===== src/rtl/parking_gate_arbiter_pkg.sv =====
`default_nettype none
// ============================================================================
//  Module      : parking_gate_arbiter_pkg
//  Description : Shared definitions for the parking gate arbiter: FSM state
//                encoding, requester indices, default gate-open time and the
//                round-robin pick helper.
//  Revision    : 1.0  initial release
// ============================================================================
package parking_gate_arbiter_pkg;

    // FSM state encoding
    typedef logic [1:0] state_t;
    localparam state_t c_ST_IDLE   = 2'd0;
    localparam state_t c_ST_COMMIT = 2'd1;
    localparam state_t c_ST_SETTLE = 2'd2;

    // Requester indices: entries occupy the low half, exits the high half,
    // so bit 1 of an index is the "is exit" flag and bit 0 is the lane.
    localparam logic [1:0] c_REQ_ENTRY0 = 2'd0;
    localparam logic [1:0] c_REQ_ENTRY1 = 2'd1;
    localparam logic [1:0] c_REQ_EXIT0  = 2'd2;
    localparam logic [1:0] c_REQ_EXIT1  = 2'd3;

    localparam int c_DEFAULT_GATE_OPEN_CYCLES = 50;

    // Round-robin pick: returns {found, index}. The scan runs from the
    // farthest offset down to offset 0 so that the requester nearest to
    // ptr is the one left in 'pick' at the end.
    function automatic logic [2:0] rr_pick(input logic [3:0] elig,
                                           input logic [1:0] ptr);
        logic [2:0] pick;
        logic [1:0] idx;
        pick = {1'b0, ptr};
        for (int i = 3; i >= 0; i--) begin
            idx = ptr + 2'(i);
            if (elig[idx]) begin
                pick = {1'b1, idx};
            end
        end
        return pick;
    endfunction

endpackage
`default_nettype wire


===== src/rtl/parking_gate_arbiter_if.sv =====
`default_nettype none
// ============================================================================
//  Module      : parking_gate_arbiter_if
//  Description : Lane/counter side bundle of the parking gate arbiter.
//                master : lane sensors + counter (drive requests and flags)
//                slave  : the arbiter (drives events, grants, gates)
//  Ports       : entry_req/entry_is_uni/exit_req/exit_is_uni [1:0],
//                uni_is_vacated_space, is_vacated_space,
//                car_entered, is_uni_car_entered, car_exited,
//                is_uni_car_exited, entry_grant/entry_reject/exit_grant [1:0],
//                entry_gate_open/exit_gate_open [1:0]
//  Revision    : 1.0  initial release
// ============================================================================
interface parking_gate_arbiter_if;
    logic [1:0] entry_req;
    logic [1:0] entry_is_uni;
    logic [1:0] exit_req;
    logic [1:0] exit_is_uni;
    logic       uni_is_vacated_space;
    logic       is_vacated_space;
    logic       car_entered;
    logic       is_uni_car_entered;
    logic       car_exited;
    logic       is_uni_car_exited;
    logic [1:0] entry_grant;
    logic [1:0] entry_reject;
    logic [1:0] exit_grant;
    logic [1:0] entry_gate_open;
    logic [1:0] exit_gate_open;

    modport master (
        output entry_req, entry_is_uni, exit_req, exit_is_uni,
               uni_is_vacated_space, is_vacated_space,
        input  car_entered, is_uni_car_entered, car_exited, is_uni_car_exited,
               entry_grant, entry_reject, exit_grant,
               entry_gate_open, exit_gate_open
    );

    modport slave (
        input  entry_req, entry_is_uni, exit_req, exit_is_uni,
               uni_is_vacated_space, is_vacated_space,
        output car_entered, is_uni_car_entered, car_exited, is_uni_car_exited,
               entry_grant, entry_reject, exit_grant,
               entry_gate_open, exit_gate_open
    );
endinterface
`default_nettype wire


===== src/rtl/parking_gate_arbiter_timer.sv =====
`default_nettype none
// ============================================================================
//  Module      : parking_gate_timer
//  Description : Barrier timer for one lane. A load sets the count to
//                GATE_OPEN_CYCLES; it then counts down once per cycle to 0.
//                The gate is open whenever the count is nonzero.
//  Ports       : clk, reset (async, active-high), load, gate_open
//  Revision    : 1.0  initial release
// ============================================================================
module parking_gate_timer #(
    parameter int GATE_OPEN_CYCLES = 50,   // >= 1
    parameter int TIMER_W          = 8     // 2**TIMER_W > GATE_OPEN_CYCLES
) (
    input  logic clk,
    input  logic reset,
    input  logic load,
    output logic gate_open
);
    localparam logic [TIMER_W-1:0] c_LOAD_VALUE = TIMER_W'(GATE_OPEN_CYCLES);

    logic [TIMER_W-1:0] r_count;

    always_ff @(posedge clk or posedge reset) begin
        if (reset) begin
            r_count <= '0;
        end else if (load) begin
            r_count <= c_LOAD_VALUE;
        end else if (r_count != '0) begin
            r_count <= r_count - 1'b1;
        end
    end

    assign gate_open = (r_count != '0);

endmodule
`default_nettype wire


===== src/rtl/parking_gate_arbiter.sv =====
`default_nettype none
// ============================================================================
//  Module      : parking_gate_arbiter
//  Description : Arbitrates two entry and two exit lanes onto the parking
//                counter's single event interface. One decision per
//                IDLE -> COMMIT -> SETTLE round, so counter events are at
//                least two cycles apart and never coincide. Entries are
//                rejected when the requested class has no space. Each lane
//                owns a barrier timer that opens the gate on a grant.
//  Ports       : clk, reset (async, active-high),
//                bus (parking_gate_arbiter_if.slave)
//  Revision    : 1.0  initial release
// ============================================================================
module parking_gate_arbiter
    import parking_gate_arbiter_pkg::*;
#(
    parameter int GATE_OPEN_CYCLES = c_DEFAULT_GATE_OPEN_CYCLES,
    parameter int TIMER_W          = 8
) (
    input  logic                  clk,
    input  logic                  reset,
    parking_gate_arbiter_if.slave bus
);

    state_t     r_state;
    state_t     w_next_state;
    logic [1:0] r_rr_ptr;
    logic [1:0] r_winner;
    logic       r_win_uni;
    logic       r_accept;

    logic [3:0] w_req;
    logic [3:0] w_cls;
    logic [3:0] w_gate_open;
    logic [3:0] w_eligible;
    logic [3:0] w_load;
    logic [2:0] w_pick;
    logic       w_found;
    logic [1:0] w_winner;
    logic       w_win_uni;
    logic       w_space;
    logic       w_accept;

    // Requester vectors indexed entry0, entry1, exit0, exit1
    assign w_req = {bus.exit_req, bus.entry_req};
    assign w_cls = {bus.exit_is_uni, bus.entry_is_uni};

    // Lanes with an open gate are ignored, not queued
    assign w_eligible = (r_state == c_ST_IDLE) ? (w_req & ~w_gate_open) : 4'b0000;
    assign w_pick     = rr_pick(w_eligible, r_rr_ptr);
    assign w_found    = w_pick[2];
    assign w_winner   = w_pick[1:0];

    // Space decision is taken in the selection cycle; exits always pass
    assign w_win_uni = w_cls[w_winner];
    assign w_space   = w_win_uni ? bus.uni_is_vacated_space : bus.is_vacated_space;
    assign w_accept  = w_winner[1] | w_space;

    // Loading at the selection edge opens the gate in the COMMIT cycle,
    // aligned with the grant pulse.
    generate
        for (genvar g = 0; g < 4; g++) begin : g_lane
            assign w_load[g] = w_found & w_accept & (w_winner == 2'(g));

            parking_gate_timer #(
                .GATE_OPEN_CYCLES (GATE_OPEN_CYCLES),
                .TIMER_W          (TIMER_W)
            ) u_timer (
                .clk       (clk),
                .reset     (reset),
                .load      (w_load[g]),
                .gate_open (w_gate_open[g])
            );
        end
    endgenerate

    // ------------------------------------------------------------------
    // FSM: state register
    // ------------------------------------------------------------------
    always_ff @(posedge clk or posedge reset) begin
        if (reset) begin
            r_state <= c_ST_IDLE;
        end else begin
            r_state <= w_next_state;
        end
    end

    // ------------------------------------------------------------------
    // FSM: next state
    // ------------------------------------------------------------------
    always_comb begin
        w_next_state = c_ST_IDLE;
        case (r_state)
            c_ST_IDLE:   w_next_state = w_found ? c_ST_COMMIT : c_ST_IDLE;
            c_ST_COMMIT: w_next_state = c_ST_SETTLE;
            c_ST_SETTLE: w_next_state = c_ST_IDLE;
            default:     w_next_state = c_ST_IDLE;
        endcase
    end

    // ------------------------------------------------------------------
    // Winner capture and round-robin pointer
    // ------------------------------------------------------------------
    always_ff @(posedge clk or posedge reset) begin
        if (reset) begin
            r_rr_ptr  <= 2'd0;
            r_winner  <= 2'd0;
            r_win_uni <= 1'b0;
            r_accept  <= 1'b0;
        end else if (w_found) begin
            r_rr_ptr  <= w_winner + 2'd1;
            r_winner  <= w_winner;
            r_win_uni <= w_win_uni;
            r_accept  <= w_accept;
        end
    end

    // ------------------------------------------------------------------
    // FSM: outputs. All pulses come only from COMMIT, so a reset clears
    // them in the same cycle it is asserted.
    // ------------------------------------------------------------------
    always_comb begin
        bus.car_entered        = 1'b0;
        bus.is_uni_car_entered = 1'b0;
        bus.car_exited         = 1'b0;
        bus.is_uni_car_exited  = 1'b0;
        bus.entry_grant        = 2'b00;
        bus.entry_reject       = 2'b00;
        bus.exit_grant         = 2'b00;
        if (r_state == c_ST_COMMIT) begin
            if (r_winner[1]) begin
                bus.car_exited               = 1'b1;
                bus.is_uni_car_exited        = r_win_uni;
                bus.exit_grant[r_winner[0]]  = 1'b1;
            end else if (r_accept) begin
                bus.car_entered              = 1'b1;
                bus.is_uni_car_entered       = r_win_uni;
                bus.entry_grant[r_winner[0]] = 1'b1;
            end else begin
                bus.entry_reject[r_winner[0]] = 1'b1;
            end
        end
    end

    assign bus.entry_gate_open = w_gate_open[1:0];
    assign bus.exit_gate_open  = w_gate_open[3:2];

endmodule
`default_nettype wire


===== src/flat_wrapper.sv =====
// flat-port wrapper written by rule: the top's interface ports become plain ports
module parking_gate_arbiter_flat import parking_gate_arbiter_pkg::*;
#(
    parameter int GATE_OPEN_CYCLES = c_DEFAULT_GATE_OPEN_CYCLES,
    parameter int TIMER_W          = 8
)
  (clk, reset, bus_entry_req, bus_entry_is_uni, bus_exit_req, bus_exit_is_uni, bus_uni_is_vacated_space, bus_is_vacated_space, bus_car_entered, bus_is_uni_car_entered, bus_car_exited, bus_is_uni_car_exited, bus_entry_grant, bus_entry_reject, bus_exit_grant, bus_entry_gate_open, bus_exit_gate_open);
  parking_gate_arbiter_if bus_i ();
  input  logic clk;
  input  logic reset;
  input wire logic [$bits(bus_i.entry_req)-1:0] bus_entry_req;
  input wire logic [$bits(bus_i.entry_is_uni)-1:0] bus_entry_is_uni;
  input wire logic [$bits(bus_i.exit_req)-1:0] bus_exit_req;
  input wire logic [$bits(bus_i.exit_is_uni)-1:0] bus_exit_is_uni;
  input wire logic [$bits(bus_i.uni_is_vacated_space)-1:0] bus_uni_is_vacated_space;
  input wire logic [$bits(bus_i.is_vacated_space)-1:0] bus_is_vacated_space;
  output wire logic [$bits(bus_i.car_entered)-1:0] bus_car_entered;
  output wire logic [$bits(bus_i.is_uni_car_entered)-1:0] bus_is_uni_car_entered;
  output wire logic [$bits(bus_i.car_exited)-1:0] bus_car_exited;
  output wire logic [$bits(bus_i.is_uni_car_exited)-1:0] bus_is_uni_car_exited;
  output wire logic [$bits(bus_i.entry_grant)-1:0] bus_entry_grant;
  output wire logic [$bits(bus_i.entry_reject)-1:0] bus_entry_reject;
  output wire logic [$bits(bus_i.exit_grant)-1:0] bus_exit_grant;
  output wire logic [$bits(bus_i.entry_gate_open)-1:0] bus_entry_gate_open;
  output wire logic [$bits(bus_i.exit_gate_open)-1:0] bus_exit_gate_open;
  assign bus_i.entry_req = bus_entry_req;
  assign bus_i.entry_is_uni = bus_entry_is_uni;
  assign bus_i.exit_req = bus_exit_req;
  assign bus_i.exit_is_uni = bus_exit_is_uni;
  assign bus_i.uni_is_vacated_space = bus_uni_is_vacated_space;
  assign bus_i.is_vacated_space = bus_is_vacated_space;
  assign bus_car_entered = bus_i.car_entered;
  assign bus_is_uni_car_entered = bus_i.is_uni_car_entered;
  assign bus_car_exited = bus_i.car_exited;
  assign bus_is_uni_car_exited = bus_i.is_uni_car_exited;
  assign bus_entry_grant = bus_i.entry_grant;
  assign bus_entry_reject = bus_i.entry_reject;
  assign bus_exit_grant = bus_i.exit_grant;
  assign bus_entry_gate_open = bus_i.entry_gate_open;
  assign bus_exit_gate_open = bus_i.exit_gate_open;
  parking_gate_arbiter #(.GATE_OPEN_CYCLES(GATE_OPEN_CYCLES), .TIMER_W(TIMER_W)) u_core (.clk(clk), .reset(reset), .bus(bus_i));
endmodule

===== config.mk =====
export PLATFORM = sky130hd
export DESIGN_NAME = parking_gate_arbiter_flat
export DESIGN_NICKNAME = d
export VERILOG_FILES = /design/src/rtl/parking_gate_arbiter_pkg.sv /design/src/rtl/parking_gate_arbiter_if.sv /design/src/rtl/parking_gate_arbiter_timer.sv /design/src/rtl/parking_gate_arbiter.sv /design/src/flat_wrapper.sv
export SDC_FILE = /design/constraint.sdc
export NUM_CORES = 1
export LEC_CHECK = 0
export BUFFER_PORTS_ARGS = -buffer_cell sky130_fd_sc_hd__buf_4
export CAP_MARGIN = 20
export CORE_ASPECT_RATIO = 0.5
export CORE_MARGIN = 2
export CORE_UTILIZATION = 35
export CTS_CLUSTER_DIAMETER = 200
export DETAILED_ROUTE_END_ITERATION = 8
export RECOVER_POWER = 100
export SLEW_MARGIN = 20
export SYNTH_ARGS = -nofsm -noshare
export SYNTH_HDL_FRONTEND = slang
export SYNTH_HIERARCHICAL = 1
export SYNTH_SLANG_ARGS = --single-unit

===== constraint.sdc =====
create_clock -name clk -period 2.94 [get_ports clk]
set_input_delay 0.147 -clock clk [delete_from_list [all_inputs] [get_ports clk]]
set_output_delay 0.147 -clock clk [all_outputs]
set_load 0.01 [all_outputs]

==> results of run 1 <==
## worst paths after layout
path / end / startpoint / slack, ns
max: u_core/g_lane[1].u_timer/r_count[2]$_DFFE_PP0P_ / u_core/g_lane[1].u_timer/r_count[1]$_DFFE_PP0P_ / 0.01
min: u_core/r_win_uni$_DFFE_PP0N_ / bus_exit_is_uni[0] / 0.32
max reg2reg: u_core/g_lane[1].u_timer/r_count[2]$_DFFE_PP0P_ / u_core/g_lane[1].u_timer/r_count[1]$_DFFE_PP0P_ / 0.01
min reg2reg: u_core/r_win_uni$_DFFE_PP0N_ / u_core/r_win_uni$_DFFE_PP0N_ / 0.58
max in group asynchronous: u_core/g_lane[3].u_timer/r_count[4]$_DFFE_PP0P_ / reset / 2.20
min in group asynchronous: u_core/g_lane[0].u_timer/r_count[6]$_DFFE_PP0P_ / reset / 0.48
## cells by family after synthesis
| family | synth area share |
|---|---|
| simple gates | 0.274 |
| buf+inv | 0.0510 |
| fa+ha+maj | 0.0600 |
| mux | 0.0140 |
| compound gates | 0.201 |
| flops | 0.400 |
## cell type report
type                    count  area (um^2)  area share
well taps                  92          115      0.0308
clock buffers               7          153      0.0409
clock inverters             1         30.0     0.00804
multi-input cells         201         1640       0.440
inverters                  29          109      0.0291
flip-flops and latches     40         1000       0.268
repair buffers             93          686       0.184
## what timing repair did
action,in CTS,in global routing
pin swaps,0,15
resized for setup,6,51
endpoints found under the setup margin,22,32
hold buffers,1,0
buffers inserted,0,13
endpoints found under the hold margin,40,0
## critical path, delay by kind of cell, from the launching register on
family	cells	cell delay, ns
AOI/OAI and AO/OA	6	1.51
and+or+nand+nor	4	0.53
DFF	1	0.39
buffers and inverters	2	0.24
adders and majority gates	1	0.14
## cell usage in the layout (no fill, tap or decap), drive strengths merged, types with 2 or more instances in the layout
master  netlist  layout
ha           12      12
nor3         18      18
nor3b         9       9
nor4         14      14
and2b         2       2
buf           4      84
a32oi         2       2
nand2b        3       3
nand3         8       8
nand3b        4       4
o21a          2       2
a211o         5       5
dfrtp        40      40
or4           8       8
nor4b         5       5
and2          3       3
mux2i         2       2
o41ai         4       4
inv          29      29
and3          2       2
a31o          4       4
nor2         14      14
a31oi         5       5
a21oi        21      21
nand2        11      11
nor2b         5       5
o31ai         8       8
clkbuf        1      15
o21ai        12      12
or3b          4       4
o211ai        5       5
## flip-flops by register name (all words and copies together) (netlist names)
| signal | flops |
|---|---|
| u_core/r_state | 2 |
| u_core/r_accept | 1 |
| u_core/g_lane.u_timer/r_count | 32 |
| u_core/r_rr_ptr | 2 |
| u_core/r_win_uni | 1 |
| u_core/r_winner | 2 |
## per-stage QoR
step / TNS [ns] / power, W / util / hold WS, ns
2_1_floorplan: 0 / 0.00212 / - / -0.0373
3_3_place_gp: 0 / 0.00283 / 0.473 / 0.168
3_5_place_dp: -0.701 / 0.00290 / 0.473 / 0.168
4_1_cts: -0.0220 / 0.00361 / 0.505 / 0.296
5_1_grt: -1.10 / 0.00427 / 0.549 / 0.361
6_report: 0 / 0.00396 / 0.549 / 0.315
## routing by layer
layer  track usage  vias up
met2         0.315       41
met3        0.0295        9
li1              -     1232
met4        0.0483        0
met1         0.216     1265
met5             0        -
## report_power, final
group | switching, W | internal [W]
registers | 0.000301 | 0.000828
clock network | 0.000216 | 0.000447
logic | 0.00105 | 0.00112
==> flow_summary.ini, run 1 <==
[cts]
cts_tree = done
clkTransAtPathRegs_ns = 0.06
cts_max_level = 2
clock_latency_ns = 0.28
clk_path_buf_depth = 2
cts_buffers = 5
clkSinkCount = 40
clockRootBuffer = clkbuf_16

[drt]
drt-total-wl_mm = 6.91
dr.pass1.iters = 4
top_layer = met4
num_vias = 2547
ant_nets = 0
vias_per_cell = 5.50
drt-met1-wl_mm = 3.00
drc = 0
met3_length_um = 189
wl_met2_mm = 3.61
drt_iter0_markers = 120
wire_per_inst_um = 14.9

[min_path]
hp-class = in2reg
holdPathStages = 5

[global_routing]
antenna_found_initial = 0
grt_pass1_wl_mm = 11.0
grtUsageTotal = 0.175
grt_overflow = 0
grt_pass1_vias = 2432
grt_max_degree = 13

[placement]
placed_area_mm2 = 0.00322
place_inst = 441
dpl_worst_slack_ns = -0.113
io_buffers = 25
hpwl_mm = 4.87
gp_congestion = 0.872

[setup_path]
crit_required_ns = 3.11
cp-end-kind = flop
crit_type = reg2reg
path_max_fanout = 7
cpPeakStageDelay_ns = 0.40
path_cells = inv_2, ha_4, nor3b_4, nand2_2, nand2b_4, a211o_1, a21boi_4, o21a_1, o31a_1, a21oi_2, buf_6, nor3b_2, a31o_2
cp.arrival_ns = 3.09
r2r_cells = 13
cp_slowest_cell = o31a_1
cp-start-kind = flop

[floorplanning]
die-area_mm2 = 0.00789
die_h_um = 63.8
num_io_pins = 26
fp.dieW_um = 124
rows = 21
start_util = 0.368
design.core.area_mm2 = 0.00681

[cells_and_area]
num-nets-final = 394
antenna_cells = 0
final_cell_count_no_fill = 463
n_fill_cell = 580
fin_area_mm2 = 0.00374
area_growth_pct = 49.2
drive_gt1_frac = 0.415

[timing]
final-hold-violation-count = 0
setup_viol = 0
slew_headroom = 0.746
worstMarginPinSlew_ns = 0.377
period_share = 0.995
fmax_mhz = 342
skew_ns = 0.00491
rsz0062_at_grt = yes
worst_slack_ns = 0.0133
fin_crit_ns = 2.93
finalMaxSlewViolations = 0

[synth]
synth_ff_type = dfrtp_1
synth_cell_types = 48
synth_edf_count = 0
ys_ff_latch = 40
seq_area_frac_synth = 0.400
synthTopCellsByArea = dfrtp_1 40%, ha_1 6.0%, inv_1 4.3%, a21oi_1 4.2%, nor4_1 3.5%
synth_area_mm2 = 0.00250
yosys.area.top_type = dfrtp_1
yosysWarnings = 6
synth_cells = 275
synth_area_per_cell_um2 = 9.10
synth_common_cells = 40 x dfrtp_1, 29 x inv_1, 21 x a21oi_1, 17 x nor3_1, 14 x nor4_1
synth_async_sr_flop_share = 1.00
netlist.area_leader.share = 0.400
yosysMostFrequentCell = dfrtp_1
postSynthNetCount = 299

[pwr]
p_leak_nw = 1.62
power_density_mw_per_mm2 = 1060
irDropWorstVdd_uv = 359

[run]
maxCapViolCount = 0

[run_status]
run_status = complete, no violations
Note: power is estimated with default switching activity, not from simulation.
==> inputs of run 2 (changes only) <==
--- a/config.mk
+++ b/config.mk
@@ -13,6 +13,7 @@
 export CTS_CLUSTER_DIAMETER = 200
 export DETAILED_ROUTE_END_ITERATION = 8
 export RECOVER_POWER = 100
+export REMOVE_ABC_BUFFERS = 1
 export SLEW_MARGIN = 20
 export SYNTH_ARGS = -nofsm -noshare
 export SYNTH_HDL_FRONTEND = slang
==> run 2 against run 1 <==
Hold slack hardly changed. Fmax is 0.66% higher. Final area is 0.84% lower. Non-clock buffer count is 5 higher. Clock skew is 0.0029 ns lower. Final cell count is 1.1% higher. First-iteration DRC count is 48% higher. Global-route usage is 0.23 points lower. Total power is 3.4% lower. Routed wire length is 3.1% lower. Via count is 2.1% lower. Flip-flop and latch count stayed put. Largest power group unchanged.
==> flow_summary.ini, run 2 (same netlist as run 1, synthesis figures left out) <==
[run_status]
run_status = complete, no violations

[pwr]
power_density_mw_per_mm2 = 1030
irDropWorstVdd_uv = 463
p_leak_nw = 1.62
p_total_w = 0.00382

[cells_and_area]
area_growth_pct = 48.0
layout_commonest_cell = buf_4
largest_register = u_core/g_lane.u_timer/r_count
n_fill_cell = 583
drive_gt1_frac = 0.410
postLayoutCoreUtil = 0.544
largest_reg_flops = 32
antenna_cells = 0
layout_common_cells = 85 x buf_4, 40 x dfrtp_1, 21 x inv_1
num-nets-final = 399

[floorplanning]
die-area_mm2 = 0.00789
start_util = 0.368
fp.dieW_um = 124
design.core.area_mm2 = 0.00681
die_h_um = 63.8
num_io_pins = 26
rows = 21

[timing]
final-hold-violation-count = 0
fmax_mhz = 344
period_share = 0.989
worst_slack_ns = 0.0324
tns_ns = 0
fin_crit_ns = 2.91
setup_viol = 0
worstMarginPinSlew_ns = 0.385
skew_ns = 0.00197
finalMaxSlewViolations = 0
rsz0062_at_grt = yes
slew_headroom = 0.741

[min_path]
hp-class = in2reg
holdPathStages = 5
hold_end = u_core/r_win_uni$_DFFE_PP0N_
min-delay-start = bus_exit_is_uni[0]

[cts]
clock_latency_ns = 0.28
clkTransAtPathRegs_ns = 0.06
clockRootBuffer = clkbuf_16
cts_max_level = 2
cts_buffers = 5
clk_path_buf_depth = 2
clkSinkCount = 40
cts_tree = done

[setup_path]
worstReg2RegEnd = u_core/g_lane[1].u_timer/r_count[2]$_DFFE_PP0P_
crit_required_ns = 3.11
crit_type = reg2reg
r2r_setup_slack_ns = 0.03
r2r_cells = 16
rr_startpoint = u_core/g_lane[2].u_timer/r_count[1]$_DFFE_PP0P_
cp-start-kind = flop
cp.arrival_ns = 3.08
path_max_fanout = 7
cp-end-kind = flop

[placement]
dpl_worst_slack_ns = -0.131
io_buffers = 25
gp_congestion = 0.872
hpwl_mm = 4.82

[run]
maxCapViolCount = 0

[drt]
drt_iter0_markers = 177
drt-total-wl_mm = 6.69
num_vias = 2494
ant_nets = 0
wire_per_inst_um = 14.3
dr.pass1.iters = 4
drc = 0
vias_per_cell = 5.33

[global_routing]
grt_pass1_wl_mm = 10.9
grt_max_degree = 12
grtUsageTotal = 0.173
grt_overflow = 0
grt_pass1_vias = 2358
antenna_found_initial = 0
-- run 2: cell count changes in the layout (fill, tap and decap cells not counted), moves of 2 or more --
cell,before,now
a32oi_1,2,0
nor2_1,10,12
nor4_2,3,6
a32oi_2,0,2
nor2_2,4,2
a21oi_4,2,0
buf_4,80,85
nor4_1,8,6
nor3b_1,2,4
clkbuf_1,8,10
nor3b_2,3,1
-- run 2: final cells by class --
type / instances / area (um^2) / share of cell area
multi-input cells: 201 / 1610 / 0.435
flip-flops and latches: 40 / 1000 / 0.270
repair buffers: 98 / 723 / 0.195
clock buffers: 8 / 146 / 0.0395
well taps: 92 / 115 / 0.0311
inverters: 29 / 109 / 0.0294
-- run 2: timing repair --
item / in CTS / in global routing
gates resized for setup: 5 / 50
hold buffers: 1 / 0
endpoints found under the hold margin: 40 / 0
endpoints found under the setup margin: 16 / 32
setup buffers: 1 / 7
gates cloned: 0 / 0
pin swaps: 0 / 13
-- run 2: per-layer routing --
layer	track usage	part of all wire	vias up
met3	0.0348	0.019	8
met2	0.280	0.50	21
met4	0.0426	0.011	0
li1	-	-	1240
met1	0.237	0.47	1225
met5	0	0	-
-- run 2: critical path: stages, from the launching register on --
cell and delay, ns:
dfrtp_1 0.34, inv_1 0.07, ha_4 0.17, nor3b_4 0.15, nand2_1 0.09, and2b_2 0.27
buf_6 0.13, a311o_1 0.30, a22o_1 0.23, o21ai_4 0.09, buf_4 0.16, ha_1 0.13
nand2_1 0.06, a21oi_2 0.16, buf_6 0.16, nor2_1 0.05, a31o_2 0.23
-- run 2: worst max-delay path by stage --
stage / to / slack, ns / from / cells past startpoint
after CTS: u_core/g_lane[1].u_timer/r_count[2]$_DFFE_PP0P_ / 0.008 / u_core/g_lane[0].u_timer/r_count[1]$_DFFE_PP0P_ / 14
after global routing: u_core/g_lane[1].u_timer/r_count[2]$_DFFE_PP0P_ / -0.06 / u_core/g_lane[2].u_timer/r_count[0]$_DFFE_PP0P_ / 16
after global placement: u_core/g_lane[1].u_timer/r_count[2]$_DFFE_PP0P_ / -0.11 / u_core/g_lane[2].u_timer/r_count[0]$_DFFE_PP0P_ / 13
after detailed placement: u_core/g_lane[1].u_timer/r_count[2]$_DFFE_PP0P_ / -0.13 / u_core/g_lane[2].u_timer/r_count[0]$_DFFE_PP0P_ / 13
after floorplan: u_core/g_lane[0].u_timer/r_count[2]$_DFFE_PP0P_ / -0.26 / u_core/g_lane[3].u_timer/r_count[0]$_DFFE_PP0P_ / 12
final: u_core/g_lane[1].u_timer/r_count[2]$_DFFE_PP0P_ / 0.03 / u_core/g_lane[2].u_timer/r_count[1]$_DFFE_PP0P_ / 16
-- run 2: power breakdown --
group	internal, W	switching, W	total [W]
registers	0.000828	0.000313	0.00114
clock network	0.000339	0.000216	0.000555
logic	0.00112	0.00101	0.00213
-- run 2: stage by stage --
step	instance area (um^2)	instances	hold slack, ns
finish	3700	468	0.315
global route	3700	468	0.325
CTS	3460	462	0.304
detailed placement	3280	452	0.149
global placement	3280	452	0.159
floorplan	2480	270	-0.0373
